===== src/rtl/throw_power_meter.sv =====
// throw_power_meter: power-bar meter for the local dog's throw.
// The bar ramps while the throw key is held, freezes on release, and a
// one-cycle launch strobe carries the frozen value once the throw window
// opens. A drop of turn_active aborts everything back to idle.
//
// Build option: define POWER_METER_PINGPONG_EN to make the bar bounce
// between 0 and PWR_MAX. Without it the bar only climbs and saturates at
// PWR_MAX.
//
// state    | meaning
// ---------+-----------------------------------------------------------
// IDLE     | no charge in progress, bar at 0, waiting for key press edge
// CHARGE   | key held, bar steps once per prescaler tick
// HOLD     | key released, value frozen, waiting for throw_enable
// LAUNCHED | strobe issued, waiting for throw_enable to drop
module throw_power_meter #(
   parameter int CLK_HZ  = 65000000,
   parameter int STEP_HZ = 50,
   parameter int PWR_W   = 7,
   parameter int PWR_MAX = 100
) (
   input  logic             clk,
   input  logic             rst,
   input  logic             turn_active,
   input  logic             enable_draw,
   input  logic             throw_enable,
   output logic [PWR_W-1:0] power,
   output logic             meter_dir,
   output logic             power_valid,
   output logic             launch,
   output logic [PWR_W-1:0] launch_power
);

   localparam int TICK_DIV = CLK_HZ / STEP_HZ;
   localparam int PS_W     = (TICK_DIV > 1) ? $clog2(TICK_DIV) : 1;
   localparam logic [PS_W-1:0]  PS_LAST = PS_W'(TICK_DIV - 1);
   localparam logic [PWR_W-1:0] P_MAX   = PWR_W'(PWR_MAX);

   typedef enum logic [1:0] {
      IDLE     = 2'd0,
      CHARGE   = 2'd1,
      HOLD     = 2'd2,
      LAUNCHED = 2'd3
   } state_t;

   state_t           state, state_nx;
   logic [PS_W-1:0]  ps, ps_nx;
   logic             en_q;
   logic [PWR_W-1:0] power_nx, lp_nx;
   logic             dir_nx, valid_nx, launch_nx;
   logic             tick;

   assign tick = (ps == PS_LAST);

   // State, prescaler, output and key-edge registers.
   always_ff @(posedge clk) begin
      if (rst) begin
         state        <= IDLE;
         ps           <= '0;
         en_q         <= 1'b0;
         power        <= '0;
         meter_dir    <= 1'b1;
         power_valid  <= 1'b0;
         launch       <= 1'b0;
         launch_power <= '0;
      end else begin
         state        <= state_nx;
         ps           <= ps_nx;
         en_q         <= enable_draw;
         power        <= power_nx;
         meter_dir    <= dir_nx;
         power_valid  <= valid_nx;
         launch       <= launch_nx;
         launch_power <= lp_nx;
      end
   end

   // Next-state, ramp and output computation; abort overrides everything.
   always_comb begin
      state_nx  = state;
      ps_nx     = ps;
      power_nx  = power;
      dir_nx    = meter_dir;
      valid_nx  = power_valid;
      launch_nx = 1'b0;
      lp_nx     = launch_power;

      if (!turn_active) begin
         state_nx = IDLE;
         ps_nx    = '0;
         power_nx = '0;
         dir_nx   = 1'b1;
         valid_nx = 1'b0;
         lp_nx    = '0;
      end else begin
         case (state)
            IDLE: begin
               power_nx = '0;
               dir_nx   = 1'b1;
               if (enable_draw && !en_q) begin
                  state_nx = CHARGE;
                  ps_nx    = '0;
               end
            end
            CHARGE: begin
               if (!enable_draw) begin
                  // Freeze the pre-tick value; a tick landing on the release
                  // cycle is discarded.
                  lp_nx    = power;
                  valid_nx = 1'b1;
                  state_nx = HOLD;
               end else if (tick) begin
                  ps_nx = '0;
                  if (meter_dir) begin
                     if (power < P_MAX) begin
                        power_nx = power + 1'b1;
                     end else begin
`ifdef POWER_METER_PINGPONG_EN
                        dir_nx = 1'b0;
`else
                        dir_nx = 1'b1;
`endif
                     end
                  end else if (power == '0) begin
                     // Turning tick: direction flips, value stays at 0.
                     dir_nx = 1'b1;
                  end else begin
                     power_nx = power - 1'b1;
                  end
               end else begin
                  ps_nx = ps + 1'b1;
               end
            end
            HOLD: begin
               if (throw_enable) begin
                  launch_nx = 1'b1;
                  state_nx  = LAUNCHED;
               end
            end
            LAUNCHED: begin
               if (!throw_enable) begin
                  state_nx = IDLE;
                  valid_nx = 1'b0;
                  power_nx = '0;
                  dir_nx   = 1'b1;
               end
            end
            default: state_nx = IDLE;
         endcase
      end
   end

endmodule


===== config.mk =====
export PLATFORM = sky130hd
export DESIGN_NAME = throw_power_meter
export DESIGN_NICKNAME = d
export VERILOG_FILES = /design/src/rtl/throw_power_meter.sv
export SDC_FILE = /design/constraint.sdc
export NUM_CORES = 1
export LEC_CHECK = 0
export ABC_AREA = 1
export CAP_MARGIN = 30
export CORE_MARGIN = 2
export CORE_UTILIZATION = 30
export CTS_CLUSTER_DIAMETER = 80
export DETAILED_ROUTE_END_ITERATION = 10
export SYNTH_ARGS = -nofsm -noshare
export SYNTH_HDL_FRONTEND = slang
export SYNTH_SLANG_ARGS = --single-unit

===== constraint.sdc =====
create_clock -name clk -period 2.3 [get_ports clk]
set_input_delay 0.23 -clock clk [delete_from_list [all_inputs] [get_ports clk]]
set_output_delay 0.23 -clock clk [all_outputs]
set_load 0.02 [all_outputs]

==> results.txt <==
Antenna violations before repair -> 0
Maximum fanout along the worst path -> 13
Reg power frac -> 0.448
Number of synthesized register bits -> 41
Slew Limit Headroom -> 0.733
Post-Syn Area -> 2310 um^2
First-pass GRT wire length -> 9.45 mm
Slowest CP cell -> dfxtp_1
Drt drc -> 0
Dpl ws -> 218 ps
Run status -> finished, final reports clean
Final hold vios -> 0
All-layer global routing usage -> 0.136
I/O Buffers -> 21
Clock Root Buffer -> clkbuf_8
Starting density of the core -> 0.313
Syn Inst Count -> 340
Max Slew Vio Count -> 0
Die X -> 91.7 um
Net Sw Frac -> 0.250
Highest Clock Rate -> 495 MHz
Worst vdd ir -> 0.279 mV
Period utilization -> 0.879
Final Non-Filler Cells -> 466
Die H -> 91.7 um
Gate power share -> 0.126
Met3 Use GR -> 0.0279
GR Overflow Total -> 0
Critical path endpoint category -> flip-flop
Yosys cell types -> 31
H-tree Lvls -> 2
Placer congestion estimate -> 0.830
# clock sinks -> 41
Hold Path Depth -> 2
Met2 Track Usage GR -> 0.213
DR iter-0 viols -> 116
Critical Path AT -> 2260 ps
Total Routed Length -> 5.58 mm
Worst Skew -> 9.73 ps
Worst-skew pair later-pin latency -> 290 ps
Layout cells sized above 1 -> 0.0681
First drt pass iteration count -> 4
Worst-path clk slew -> 90 ps
CP Cell Sequence -> inv_1, ha_2, inv_1, nand2_1, nand2_1, nand2_2, inv_2, nand2_1, nand2_1, nor2_1, o21a_1
P&R area growth vs syn -> 20.3%
Most crowded layer after global routing -> met2
Site Rows -> 31
Hold/Removal Path Class -> reg2reg
Post-route ant nets -> 0
Internal -> 1.22 mW
Sw power -> 407 uW
Final #Nets -> 383
IO Pins -> 22
Tmin final -> 2020 ps
CTS tree -> built
Total core area -> 7370 um^2
Ys Warns -> 0
Final WS setup -> 279 ps
Total CTS buffers -> 5
Static Leakage -> 1.12 nW
Slowest stage delay, CP -> 340 ps
Ant. Diodes -> 0
Via Count -> 2207
Cell Count Post-Placement -> 458
Syn Area/Cell -> 6.79 um^2
Final setup TNS -> 0 ps
Met1 usage -> 0.192
Crit start category -> flip-flop
Max-cap violations -> 0
Clock power share -> 0.426
Setup Crit Path Kind -> reg2reg
Post-synth net total -> 357
Post-DP HPWL -> 4.14 mm
Crit path top cell by count -> nand2_1
P per Cell Area -> 585 nW/um^2
Number of global-route vias before repair -> 1985
Final setup vio count -> 0
Filler cells -> 788
Overall Power -> 1.62 mW
RSZ-0062 raised after global routing -> false
Worst path required time -> 2540 ps
Clk buf depth -> 2
Avg WL per Cell -> 12.0 um
Die area -> 8420 um^2
FF-to-FF path depth -> 11
Sequential cell area fraction in the yosys report -> 0.355
Largest net degree at the start of global routing -> 15
Worst Tran Pin Value -> 400 ps
Vias/cell -> 4.74
-- flip-flops by register name, indices dropped and copies added (netlist names) --
signal and cells:
launch_power 7, meter_dir 1, launch 1, power 7, en_q 1, ps 21
power_valid 1, state 2
-- logic make-up after synthesis --
kind of cell / synth area share
flops: 0.355
simple gates: 0.308
buf+inv: 0.0948
xor+xnor: 0.0190
fa+ha+maj: 0.0683
compound gates: 0.155
-- synthesized netlist by cell type --
cell | count | area (um^2)
dfxtp_1 | 41 | 821
buf_4 | 3 | 22.5
fa_1 | 1 | 20.0
nor2_4 | 1 | 11.3
o21bai_1 | 2 | 15.0
o21ai_0 | 19 | 95.1
xor2_1 | 2 | 17.5
nand3_4 | 1 | 17.5
a21oi_1 | 31 | 155
o21a_1 | 1 | 7.51
xnor2_1 | 3 | 26.3
o211ai_1 | 2 | 15.0
nand3_1 | 17 | 85.1
nor2_1 | 46 | 173
a211oi_1 | 5 | 37.5
inv_1 | 47 | 176
and3_1 | 2 | 12.5
o21ai_2 | 1 | 8.76
buf_2 | 1 | 5.00
nor3_1 | 10 | 50.1
nand2_2 | 3 | 18.8
nand2_1 | 73 | 274
a31o_2 | 1 | 8.76
a21oi_2 | 1 | 8.76
nor3b_1 | 1 | 7.51
a31oi_1 | 1 | 6.26
inv_2 | 2 | 7.51
nand4_1 | 8 | 50.1
ha_1 | 11 | 138
clkbuf_1 | 2 | 7.51
nand2_4 | 1 | 11.3
-- through the flow --
| stage | util | cell area (um^2) | hold WS (ps) |
|---|---|---|---|
| detailed placement | 0.358 | 2640 | 454 |
| finish | 0.377 | 2780 | 463 |
| global route | 0.377 | 2780 | 495 |
| floorplan | - | 2310 | 302 |
| global placement | 0.358 | 2640 | 448 |
| CTS | 0.376 | 2770 | 467 |
-- worst max-delay path, delay by kind of cell (launching register included) --
| family | cells | cell delay, ps |
|---|---|---|
| buffers and inverters | 3 | 330 |
| AO/OA/AOI/OAI | 1 | 120 |
| adder cells (fa/ha/maj) | 1 | 290 |
| AND/OR/NAND/NOR | 6 | 870 |
| flip-flops | 1 | 340 |
-- repair_timing --
item / 4_1_cts / 5_1_grt
gates resized for setup: 0 / 2
hold endpoints to repair: 0 / 0
setup endpoints to repair: 0 / 8
hold buffers: 0 / 0
setup buffers: 0 / 0
-- power groups by stage --
stage | logic [mW] | clock network, mW | registers [mW]
finish | 0.204 | 0.691 | 0.728
global route | 0.226 | 0.729 | 0.730
CTS | 0.203 | 0.705 | 0.728
detailed placement | 0.202 | 0 | 0.745
global placement | 0.197 | 0 | 0.745
floorplan | 0.138 | 0 | 0.750
-- path summary, 6_finish.rpt --
check	from	end	slack, ps
max reg2reg	state[1]$_SDFFE_PP0P_	ps[15]$_SDFFE_PP0P_	280
min reg2reg	ps[20]$_SDFFE_PP0P_	ps[20]$_SDFFE_PP0P_	460
max	state[1]$_SDFFE_PP0P_	ps[15]$_SDFFE_PP0P_	280
min	ps[20]$_SDFFE_PP0P_	ps[20]$_SDFFE_PP0P_	460
-- cells in the final DEF, fill, tap and decap left out, types with 2 or more instances in the layout --
master,netlist,layout
clkbuf_8,0,5
xor2_1,2,2
o21ai_0,19,19
nor2_1,46,45
and3_1,2,2
inv_1,47,47
o21bai_1,2,2
a211oi_1,5,5
nand3_1,17,17
nand2_1,73,73
xnor2_1,3,3
a21oi_1,31,31
nor3_1,10,10
nand4_1,8,8
inv_2,2,2
dfxtp_1,41,41
ha_1,11,10
buf_4,3,4
bufinv_16,0,2
clkdlybuf4s50_1,0,21
nand2_2,3,3
o211ai_1,2,2
-- area by class of cell --
class	count	area, um^2	area share
tap	99	124	0.0446
multi-input combinational	244	1270	0.459
timing repair buffer	25	240	0.0865
inverter	49	184	0.0662
sequential	41	821	0.295
clock buffer	5	68.8	0.0248
clock inverter	3	65.1	0.0234
-- routing by layer --
| metal | part of all wire | routed length (um) |
|---|---|---|
| met1 | 0.50 | 2800 |
| met2 | 0.45 | 2510 |
| met3 | 0.039 | 219 |
| met4 | 0.0079 | 44 |
| met5 | 0 | 0 |
Power figures use the tool's default switching activity.
==> RTL edit: new RTL, same flow settings <==
Make the reset (`rst`) asynchronous in one clocked block.
--- a/src/rtl/throw_power_meter.sv
+++ b/src/rtl/throw_power_meter.sv
@@ -53,7 +53,7 @@
    assign tick = (ps == PS_LAST);
 
    // State, prescaler, output and key-edge registers.
-   always_ff @(posedge clk) begin
+   always_ff @(posedge clk or posedge rst) begin
       if (rst) begin
          state        <= IDLE;
          ps           <= '0;
Formal check against the unedited RTL: differs if rst is asserted again (counterexample within 4 cycles, from zero or initial values and one cycle with rst high); with rst held inactive, the same outputs for 10 cycles.
==> RTL edit against the original RTL <==
Maximum frequency up 5.5%; routed wire length down 0.57%; final area up 7.6%; sequential cell count unchanged; worst setup slack better by 0.11 ns; die area up 10%; synthesized area up 11%.
Power is not compared: it rests on default switching activity, and its combinational part moved more than twofold at a synthesized area within 25%.
==> RTL edit: results (changes against the original RTL) <==
Status
  – Status: finished clean (unchanged)

Place
  – Detail Placement HPWL: 4230 µm (was 4140 µm)
  – Placed cell areas: 0.00290 mm² (was 0.00264 mm²)
  – Routability congestion estimate: 0.839 (was 0.830)

Drt
  – Vias: 2169 (was 2207)
  – WL final: 5540 µm (was 5580 µm)

Cells and area
  – Multi-input gate count: 231 (was 244)
  – Clock buf/inv share: 3.01% (was 4.82%)
  – Clock buffers: 8 (was 5)
  – Invs w/o clock: 58 (was 49)
  – Non-clock buffers: 26 (was 25)
  – Nets: 379 (was 383)
  – Fillcell total: 827 (was 788)
  – FF/Latch Area: 0.00103 mm² (was 821 µm²)
  – Ratio of cells with drive above 1 in the final layout: 11.5% (was 6.81%)
  – Buffer share of cell area: 8.29% (was 8.65%)

Yosys
  – Mux cell area share after synthesis: 0% (unchanged)
  – Compound-Gate Fraction of Synth Area: 8.53% (was 15.5%)
  – Share of synthesized registers carrying an async set or reset: 100% (was 0%)
  – Mapped Area: 0.00255 mm² (was 0.00231 mm²)
  – Sequential fraction of the synthesis area: 40.2% (was 35.5%)
  – Top_reg_cell synth: dfrtp_1 (was dfxtp_1)
  – Post-Syn Nets: 349 (was 357)
  – Post-synthesis xor/xnor area fraction: 2.40% (was 1.90%)
  – Post-synth cell types: 36 (was 31)
  – Synth top area cells: dfrtp_1 (39%), nand2_1 (11%), inv_1 (8.1%) (was dfxtp_1 (36%), nand2_1 (12%), inv_1 (7.6%))
  – Most frequent cells after synthesis: nand2_1 (74), inv_1 (55), nor2_1 (42) (was nand2_1 (73), inv_1 (47), nor2_1 (46))

Timing
  – Slew HR: 45.8% (was 73.3%)
  – WHS: 0.296 ns (was 0.463 ns)
  – Clock skew: 0.00252 ns (was 0.00973 ns)

Min path
  – Hold Path Class: in -> async (was reg -> reg)

Global route
  – Total track usage: 13.7% (was 13.6%)
  – First-pass GRT wire length: 10100 µm (was 9450 µm)
  – Largest net degree at the start of global routing: 23 (was 15)

CTS
  – CTS max path bufs: 2 (unchanged)

Power
  – Power Clock: 493 µW
  – Worst vdd ir: 0.000454 V

Setup path
  – Reg2reg path depth: 10 (was 11)
  – Maximum fanout along the worst path: 7 (was 13)
  – CP arrival: 2.11 ns (was 2.26 ns)
  – Reg-to-reg critical path endpoint: power[5] (was ps[15])
  – R2R Setup Slk: 0.38 ns (was 0.28 ns)
  – CP startpoint: meter_dir (was state[1])
  – Worst R2R Start: meter_dir (was state[1])
-- RTL edit: worst max-delay path: stages, from the launching register on --
cell and delay (ns):
dfstp_2 0.59, inv_1 0.13, ha_1 0.39, a21oi_1 0.10, or2_2 0.29, nand3_1 0.07
nand2_1 0.05, nand2_1 0.05, nor2_1 0.03, nand2_1 0.06, nand2_1 0.04
-- RTL edit: per-layer routing --
layer / track usage [%] / wire length [µm] / vias up
li1: - / - / 1116
met1: 18.1 / 2740 / 1015
met2: 22.7 / 2570 / 33
met3: 3.37 / 198 / 5
met4: 2.62 / 34 / 0
met5: 0 / 0 / -
-- RTL edit: per-stage QoR --
stage	util (%)	setup WS [ns]	std cells	power [mW]
finish	36.4	0.384	469	2.12
global route	36.4	0.201	469	2.30
CTS	36.4	0.379	469	2.16
detailed placement	35.3	0.228	461	1.66
global placement	35.3	0.251	461	1.65
floorplan	-	0.422	333	1.44
